`config.mk`:
```
export PLATFORM = sky130hd
export DESIGN_NAME = event_indicator
export DESIGN_NICKNAME = d
export VERILOG_FILES = /design/src/rtl/event_indicator_pkg.sv /design/src/rtl/indicator_channel.sv /design/src/rtl/event_indicator.sv
export SDC_FILE = /design/constraint.sdc
export NUM_CORES = 1
export LEC_CHECK = 0
export ABC_AREA = 1
export ABC_CLOCK_PERIOD_IN_PS = 1640
export CORE_UTILIZATION = 40
export DETAILED_ROUTE_END_ITERATION = 12
export GPL_TIMING_DRIVEN = 0
export PLACE_DENSITY = 0.65
export SETUP_SLACK_MARGIN = 0.3
export SYNTH_ARGS = -nofsm -noshare
export SYNTH_HDL_FRONTEND = slang
export SYNTH_SLANG_ARGS = --single-unit
```
`constraint.sdc`:
```
create_clock -name clk -period 1.64 [get_ports clk]
set_input_delay 0.41 -clock clk [delete_from_list [all_inputs] [get_ports clk]]
set_output_delay 0.41 -clock clk [all_outputs]
set_load 0.005 [all_outputs]
```
`src/rtl/event_indicator_pkg.sv`:
```
// Shared types and constants for the event indicator and its channels.
// Optional feature macro: EVENT_INDICATOR_PENDING_EN (per-channel pending-blink queue).
package event_indicator_pkg;

    typedef enum logic [1:0] {
        IDLE = 2'd0,
        ON   = 2'd1,
        GAP  = 2'd2
    } ch_state_t;

    localparam int PEND_MAX = 3;
    localparam int PEND_W   = 2;
    localparam int TCNT_W   = 10;
    localparam int NUM_CH   = 5;

endpackage

```
`src/rtl/indicator_channel.sv`:
```
// One LED channel: IDLE -> ON for ON_TICKS ticks -> GAP for GAP_TICKS ticks.
// With EVENT_INDICATOR_PENDING_EN defined, pulses during ON/GAP queue extra blinks (max 3).
module indicator_channel
    import event_indicator_pkg::*;
#(
    parameter int ON_TICKS  = 200,
    parameter int GAP_TICKS = 100
) (
    input  logic clk,
    input  logic buttom_rst,
    input  logic tick,
    input  logic event_pulse,
    output logic led
);

    localparam logic [TCNT_W-1:0] ON_LAST  = TCNT_W'(ON_TICKS - 1);
    localparam logic [TCNT_W-1:0] GAP_LAST = TCNT_W'(GAP_TICKS - 1);

    ch_state_t         state_reg, state_next;
    logic [TCNT_W-1:0] tcnt_reg, tcnt_next;
    logic              led_reg, led_next;

`ifdef EVENT_INDICATOR_PENDING_EN
    logic [PEND_W-1:0] pend_reg, pend_next;
    logic              pend_full;

    assign pend_full = (pend_reg == PEND_W'(PEND_MAX));
`endif

    always_ff @(posedge clk or negedge buttom_rst) begin
        if (!buttom_rst) begin
            state_reg <= IDLE;
            tcnt_reg  <= '0;
            led_reg   <= 1'b0;
`ifdef EVENT_INDICATOR_PENDING_EN
            pend_reg  <= '0;
`endif
        end else begin
            state_reg <= state_next;
            tcnt_reg  <= tcnt_next;
            led_reg   <= led_next;
`ifdef EVENT_INDICATOR_PENDING_EN
            pend_reg  <= pend_next;
`endif
        end
    end

    always_comb begin
        state_next = state_reg;
        tcnt_next  = tcnt_reg;
`ifdef EVENT_INDICATOR_PENDING_EN
        pend_next  = pend_reg;
`endif
        case (state_reg)
            IDLE: begin
                if (event_pulse) begin
                    state_next = ON;
                    tcnt_next  = '0;
                end
            end

            ON: begin
`ifdef EVENT_INDICATOR_PENDING_EN
                if (event_pulse && !pend_full) begin
                    pend_next = pend_reg + PEND_W'(1);
                end
`endif
                if (tick) begin
                    if (tcnt_reg == ON_LAST) begin
                        state_next = GAP;
                        tcnt_next  = '0;
                    end else begin
                        tcnt_next = tcnt_reg + TCNT_W'(1);
                    end
                end
            end

            GAP: begin
                if (tick && (tcnt_reg == GAP_LAST)) begin
                    tcnt_next = '0;
`ifdef EVENT_INDICATOR_PENDING_EN
                    // A pulse coinciding with consuming a queued blink cancels the decrement
                    if (pend_reg != '0) begin
                        state_next = ON;
                        pend_next  = event_pulse ? pend_reg : pend_reg - PEND_W'(1);
                    end else if (event_pulse) begin
                        state_next = ON;
                    end else begin
                        state_next = IDLE;
                    end
`else
                    // The pulse lands as if the channel were already idle
                    state_next = event_pulse ? ON : IDLE;
`endif
                end else begin
`ifdef EVENT_INDICATOR_PENDING_EN
                    if (event_pulse && !pend_full) begin
                        pend_next = pend_reg + PEND_W'(1);
                    end
`endif
                    if (tick) begin
                        tcnt_next = tcnt_reg + TCNT_W'(1);
                    end
                end
            end

            default: begin
                state_next = IDLE;
                tcnt_next  = '0;
            end
        endcase

        led_next = (state_next == ON);
    end

    assign led = led_reg;

endmodule

```
`src/rtl/event_indicator.sv`:
```
// Five-channel button-event LED indicator sharing one free-running tick prescaler.
// Optional feature macro: EVENT_INDICATOR_PENDING_EN (queue up to 3 extra blinks per channel).
module event_indicator
    import event_indicator_pkg::*;
#(
    parameter int PRESCALE_DIV = 100000,
    parameter int ON_TICKS     = 200,
    parameter int GAP_TICKS    = 100
) (
    input  logic clk,
    input  logic buttom_rst,
    input  logic sign_pos_A,
    input  logic sign_pos_S,
    input  logic sign_pos_W,
    input  logic sign_pos_X,
    input  logic sign_pos_D,
    output logic sA,
    output logic sS,
    output logic sW,
    output logic sX,
    output logic sD
);

    localparam int               PS_W    = $clog2(PRESCALE_DIV);
    localparam logic [PS_W-1:0]  PS_LAST = PS_W'(PRESCALE_DIV - 1);

    logic [PS_W-1:0]   ps_reg;
    logic              tick;
    logic [NUM_CH-1:0] pulses;
    logic [NUM_CH-1:0] leds;

    // Never restarted by events, so blink length jitters by up to one tick
    always_ff @(posedge clk or negedge buttom_rst) begin
        if (!buttom_rst) begin
            ps_reg <= '0;
        end else if (tick) begin
            ps_reg <= '0;
        end else begin
            ps_reg <= ps_reg + PS_W'(1);
        end
    end

    assign tick   = (ps_reg == PS_LAST);
    assign pulses = {sign_pos_D, sign_pos_X, sign_pos_W, sign_pos_S, sign_pos_A};

    generate
        for (genvar gi = 0; gi < NUM_CH; gi++) begin : g_ch
            indicator_channel #(
                .ON_TICKS  (ON_TICKS),
                .GAP_TICKS (GAP_TICKS)
            ) u_ch (
                .clk         (clk),
                .buttom_rst  (buttom_rst),
                .tick        (tick),
                .event_pulse (pulses[gi]),
                .led         (leds[gi])
            );
        end
    endgenerate

    assign sA = leds[0];
    assign sS = leds[1];
    assign sW = leds[2];
    assign sX = leds[3];
    assign sD = leds[4];

endmodule
```
==> flow_metrics.tcl, run 1 <==
set metrics [dict create \
    syn_to_final_growth_pct 23.3 \
    grt_pass1_wl_um 23200 \
    cp-start-kind "flop" \
    synth_warnings 0 \
    cts-root-buf "clkbuf_16" \
    maxCapViolCount 0 \
    first_iter_violations 462 \
    hold_violations 0 \
    period_needed_ns 1.86 \
    drc 0 \
    worstMarginPinSlew_ns 0.558 \
    post-route-period-util 1.14 \
    firstDrtPassIters 6 \
    synth_top_area_cell "dfrtp_1" \
    rows 43 \
    gp_congestion 0.940 \
    htreeDepth 3 \
    dpl.cell_count 1032 \
    vias 5391 \
    grt_pass1_vias 4997 \
    crit_fanout 6 \
    synth.ff_latch_count 82 \
    largest_reg_flops 50 \
    max_freq_ghz 0.537 \
    whs_ns 0.523 \
    rrSetupSlack_ns -0.22 \
    io_pins 12 \
    drv_slew 0 \
    status "finished, violations left" \
    instances_no_fill 1077 \
    power_density_mw_per_mm2 620 \
    cts_buffers 9 \
    avgViaCountPerCell 5.01 \
    die_w_um 122 \
    start_util 0.410 \
    core_area_mm2 0.0139 \
    track_usage 0.199 \
    grt_max_degree 56 \
    setup_slack_ns -0.224 \
    synth-seq-area-share 0.359 \
    nNetsFinal 926 \
    finalPower_w 0.00437 \
    hold_path_class "reg -> reg" \
    rsz0062_at_grt "yes" \
    finalWirelength_um 13900 \
    clk_pin_slew_ns 0.06 \
    cp.required_ns 1.92 \
    synthDistinctLibCells 30 \
    end_kind "flop" \
    routedWlPerCell_um 12.9 \
    dp_hpwl_um 9300 \
    drive_gt1_frac 0.165 \
    synthesis.nets 873 \
    grt_overflow 0 \
    clk_path_buf_depth 2 \
    failed_checks "negative setup slack" \
    syn_area_mm2 0.00572 \
    leakagePower_nw 3.61 \
    setup_viol 75 \
    io_buffers 11 \
    insertedDiodeCount 0 \
    cts_tree "built" \
    clock_skew_ns 0.00716 \
    clk_latency_ns 0.35 \
    postSynthAreaPerCell_um2 6.81 \
    arrival_ns 2.14 \
    fin_setup_tns_ns -9.75 \
    clock_sinks 82 \
    path_class "reg -> reg" \
    fp.dieH_um 122 \
    syn_inst 840 \
    ant_nets 0 \
    ir_drop_uv 526 \
    dieArea_mm2 0.0148 \
    yosys-top-cells-area "dfrtp_1 36%, nand2_1 14%, nand3_1 9.6%, inv_1 8.7%, nor2_1 6.8%" \
    worst_slew_margin_rel 0.628 \
    antenna_found_initial 0 \
    yosysTopAreaCellShare 0.359 \
]
placed cells by master (no fill, tap or decap), types with 3 or more instances in the layout:
| cell type | count |
|---|---|
| nand2_1 | 201 |
| nor2_1 | 90 |
| nor3_1 | 15 |
| inv_2 | 4 |
| ha_2 | 3 |
| o21ai_1 | 20 |
| clkbuf_2 | 7 |
| o211ai_1 | 3 |
| nand2_2 | 16 |
| dfrtp_1 | 78 |
| clkbuf_16 | 9 |
| nand3_1 | 84 |
| nand3b_1 | 8 |
| inv_1 | 126 |
| buf_4 | 17 |
| o21ai_0 | 15 |
| o21ai_2 | 5 |
| a21oi_4 | 3 |
| xor2_1 | 31 |
| ha_1 | 23 |
| nor2_2 | 4 |
| a21oi_1 | 22 |
| nand3_2 | 25 |
| clkbuf_1 | 4 |
| nand4_1 | 16 |
| buf_6 | 14 |
| nand2_4 | 3 |
| clkdlybuf4s50_1 | 5 |
| nor2_4 | 12 |
| dfrtp_2 | 4 |
synthesized netlist by cell type (all sizes together):
cell / n
clkbuf: 5
o21ai: 40
o21bai: 2
o211ai: 3
nor2: 106
a21boi: 2
inv: 134
nand4: 16
nand2: 221
xor2: 31
nand3: 110
ha: 26
or2: 1
and3: 2
nor3: 18
nand3b: 8
buf: 6
a21oi: 26
dfrtp: 82
xnor2: 1
critical path, stage by stage (launching register included):
cell	delay [ns]
dfrtp_1	0.35
ha_2	0.19
nand2_2	0.07
nor2_4	0.10
nand2_2	0.08
nor2_4	0.17
nand2_4	0.11
buf_8	0.16
a21oi_4	0.19
buf_6	0.13
buf_6	0.11
nand3_2	0.05
o21ai_1	0.08
path summary, 6_finish.rpt:
| path | endpoint | cells after the start | startpoint |
|---|---|---|---|
| max | g_ch[2].u_ch.tcnt_reg[4] | 12 | ps_reg[1] |
| min | g_ch[4].u_ch.tcnt_reg[1] | 2 | g_ch[4].u_ch.tcnt_reg[1] |
| max reg2reg | g_ch[2].u_ch.tcnt_reg[4] | 12 | ps_reg[1] |
| min reg2reg | g_ch[4].u_ch.tcnt_reg[1] | 2 | g_ch[4].u_ch.tcnt_reg[1] |
| max in group asynchronous | g_ch[3].u_ch.tcnt_reg[0] | 3 | buttom_rst |
| min in group asynchronous | g_ch[0].u_ch.tcnt_reg[7] | 2 | buttom_rst |
routing by layer:
metal / GRT usage / part of all wire / vias to the layer above
met1: 0.263 / 0.47 / 2502
met5: 0 / 0 / -
li1: - / - / 2767
met2: 0.324 / 0.47 / 101
met3: 0.0412 / 0.033 / 21
met4: 0.0671 / 0.022 / 0
metrics by stage:
| step | instance area, um2 | worst slack [ns] | util |
|---|---|---|---|
| 2_1_floorplan | 5750 | 0.0188 | - |
| 3_3_place_gp | 6090 | -2.97 | 0.437 |
| 3_5_place_dp | 6110 | -0.468 | 0.439 |
| 4_1_cts | 6810 | -0.220 | 0.489 |
| 5_1_grt | 7050 | -0.338 | 0.506 |
| 6_report | 7050 | -0.224 | 0.506 |
final cells by class:
type | count | area, um2
repair inverters | 1 | 3.75
repair buffers | 41 | 393
clock buffers | 13 | 260
clock inverters | 2 | 60.1
plain buffers | 11 | 90.1
fillers | 1317 | 6880
well taps | 180 | 225
flip-flops and latches | 82 | 2060
multi-input cells | 613 | 3440
inverters | 134 | 526
logic make-up after synthesis:
logic type                 synth area share
xor gates and xnor gates             0.0490
adders and majority gates            0.0569
DFF                                   0.359
AOI/OAI and AO/OA                    0.0715
and+or+nand+nor                       0.364
buffers and inverters                 0.100
what timing repair did:
action,CTS,global route
hold buffers,1,0
pin swaps,29,30
setup endpoints to repair,84,84
gates resized for setup,85,64
hold endpoints to repair,11,0
gates cloned,4,0
setup buffers,18,7
power breakdown:
part	internal (W)	total, W	switching (W)
logic	0.0000363	0.000110	0.0000733
registers	0.00203	0.00204	0.0000112
clock network	0.00141	0.00222	0.000808
total	0.00348	0.00437	0.000893
Power figures use the tool's default switching activity.
==> inputs of run 2 (changes only) <==
Settings changed: ABC_AREA 1 to not set, PLACE_DENSITY 0.65 to 0.66.
==> flow_metrics.tcl, run 2 <==
set metrics [dict create \
    sw_frac_of_total 0.300 \
    dp_hpwl_um 7230 \
    synth-seq-area-share 0.424 \
    cts_buffers 9 \
    synth.ff_latch_count 82 \
    die_w_um 112 \
    vias 4555 \
    synth_edf_count 0 \
    io_buffers 11 \
    fp.dieH_um 112 \
    cp.required_ns 1.90 \
    yosysMostFrequentCell "dfrtp_1" \
    cp-start-kind "flop" \
    crit_fanout 3 \
    synth_commonest_cells "82 x dfrtp_1, 53 x nor2_1, 49 x nand2_1" \
    nNetsFinal 692 \
    whs_ns 0.00371 \
    internal-power_w 0.00399 \
    cts-root-buf "clkbuf_16" \
    synthDistinctLibCells 57 \
    mostFrequentLayoutCells "79 x buf_4, 70 x dfrtp_1, 44 x nor2_1" \
    yosys-top-cells-area "dfrtp_1 42%, ha_1 6.7%, a22o_1 4.2%, nor2_1 4.1%, nand2_1 3.8%" \
    syn_to_final_growth_pct 51.4 \
    arrival_ns 2.54 \
    synth_flop_cell "dfrtp_1" \
    rsz0062_at_grt "yes" \
    worstSetupPathDepth 14 \
    grt_max_degree 52 \
    timing.critical_path.max_delay_family "buffers and inverters" \
    cts_tree "built" \
    leakagePower_nw 3.25 \
    layout_commonest_cell "buf_4" \
    p_switching_w 0.00171 \
    worst-path-buf-inv 11 \
    r2r_cells 14 \
    clk_path_buf_depth 2 \
    post-route-period-util 1.39 \
    firstDrtPassIters 4 \
    worst_slew_margin_rel 0.676 \
    routedWlPerCell_um 17.0 \
    track_usage 0.212 \
    multi_input_area_mm2 0.00349 \
    cp_cell_sequence "ha_2 -> nand2b_1 -> buf_4 -> buf_4 -> buf_4 -> buf_4 -> buf_4 -> buf_4 -> buf_4 -> buf_4 -> buf_4 -> buf_4 -> buf_4 -> o22ai_2" \
    grt_pass1_wl_um 21600 \
    finalWirelength_um 13800 \
    start_util 0.417 \
    grt_pass1_vias 4609 \
    period_needed_ns 2.28 \
    hold_path_class "in -> async" \
    seq_area_mm2 0.00207 \
    avgViaCountPerCell 5.64 \
    grt_overflow 0 \
    preCtsSetupSlack_ns -0.718 \
    ant_nets 0 \
    core_area_mm2 0.0116 \
    power_frac_seq 0.384 \
    antenna_found_initial 0 \
    io_pins 12 \
    finalPower_w 0.00569 \
    status "finished, violations left" \
    power_density_mw_per_mm2 777 \
    maxCapViolCount 0 \
    yosysTopAreaCellShare 0.424 \
    clock_sinks 82 \
    critical-path-slowest-cell "dfrtp_1" \
    hold_violations 0 \
    p_clk_frac 0.350 \
    first_iter_violations 170 \
    syn_area_mm2 0.00484 \
    failed_checks "negative setup slack" \
    p_comb_frac 0.267 \
    fillers 859 \
    largest_reg_flops 50 \
    synthArstFlopShare 1.00 \
    drv_slew 0 \
    instances_no_fill 807 \
    dpl.cell_count 678 \
    ir_drop_uv 885 \
    rows 39 \
    insertedDiodeCount 0 \
    clk_latency_ns 0.35 \
    gp_congestion 0.814 \
    end_kind "flop" \
    path_class "reg -> reg" \
    max_freq_ghz 0.439 \
    postLayoutCoreUtil 0.631 \
    slowest_delay_ns 0.38 \
    dieArea_mm2 0.0126 \
    drc 0 \
    drive_gt1_frac 0.425 \
    synth_top_area_cell "dfrtp_1" \
    clock_skew_ns 0.0104 \
    setup_slack_ns -0.638 \
    postCtsHoldBufs 0 \
    syn_inst 523 \
    cp_common_cell "buf_4" \
    worstMarginPinSlew_ns 0.484 \
    clk_pin_slew_ns 0.06 \
    setup_viol 74 \
    synthesis.nets 556 \
    htreeDepth 3 \
    postSynthAreaPerCell_um2 9.26 \
    synth_warnings 0 \
]
-- run 2: cell type report --
type,instances,area share
repair buffers,122,0.148
flip-flops and latches,82,0.282
clock inverters,4,0.00341
multi-input cells,409,0.477
plain buffers,10,0.0167
clock buffers,12,0.0364
well taps,143,0.0244
inverters,25,0.0128
-- run 2: routing by layer --
| metal | global-route usage | up-vias | share of wire | wire [um] |
|---|---|---|---|---|
| li1 | - | 2180 | - | - |
| met1 | 0.268 | 2256 | 0.44 | 6030 |
| met2 | 0.364 | 92 | 0.51 | 7030 |
| met3 | 0.0502 | 27 | 0.033 | 459 |
| met4 | 0.0596 | 0 | 0.018 | 242 |
| met5 | 0 | - | 0 | 0 |
-- run 2: kinds of logic (layout without fill, tap and decap cells) --
group / Yosys count / in the layout / synth area share
mux: 5 / 5 / 0.0114
fa+ha+maj: 26 / 26 / 0.0672
simple gates: 227 / 228 / 0.244
compound gates: 130 / 132 / 0.192
xor+xnor: 18 / 18 / 0.0325
flops: 82 / 82 / 0.424
buf+inv: 35 / 173 / 0.0297
-- run 2: final timing paths --
kind                                             to  slack, ns                startpoint
max                        g_ch[2].u_ch.tcnt_reg[2]      -0.64  g_ch[2].u_ch.tcnt_reg[0]
min                        g_ch[3].u_ch.tcnt_reg[3]      0.004                buttom_rst
max reg2reg                g_ch[2].u_ch.tcnt_reg[2]      -0.64  g_ch[2].u_ch.tcnt_reg[0]
min reg2reg                g_ch[1].u_ch.tcnt_reg[1]       0.52  g_ch[1].u_ch.tcnt_reg[1]
max in group asynchronous  g_ch[1].u_ch.tcnt_reg[4]       1.02                buttom_rst
min in group clk           g_ch[1].u_ch.tcnt_reg[1]       0.52  g_ch[1].u_ch.tcnt_reg[1]
-- run 2: worst reg2reg max path, cell delays in order (launching register included) --
cell and delay, ns:
dfrtp_1 0.38, ha_2 0.20, nand2b_1 0.08, buf_4 0.14
buf_4 0.13, buf_4 0.13, buf_4 0.12, buf_4 0.12
buf_4 0.12, buf_4 0.12, buf_4 0.12, buf_4 0.12
buf_4 0.12, buf_4 0.13, o22ai_2 0.16
-- run 2: per-stage QoR --
stage / cell area (um2) / TNS, ns
6_report: 7330 / -32.35
5_1_grt: 7330 / -37.75
4_1_cts: 6810 / -28.08
3_5_place_dp: 5420 / -36.01
3_3_place_gp: 5400 / -264.77
2_1_floorplan: 5110 / -20.33
-- run 2: what timing repair did --
item | 4_1_cts | 5_1_grt
resized for setup | 126 | 70
gates cloned | 6 | 0
setup buffers | 78 | 29
pin swaps | 65 | 50
setup endpoints to repair | 84 | 80
-- run 2: power by group through the flow --
stage	clock network, W	logic, W	registers (W)
after floorplan	0	0.000677	0.00221
after global placement	0	0.000913	0.00221
after detailed placement	0	0.000954	0.00222
after CTS	0.00203	0.00139	0.00218
after global routing	0.00211	0.00164	0.00219
final	0.00199	0.00152	0.00218
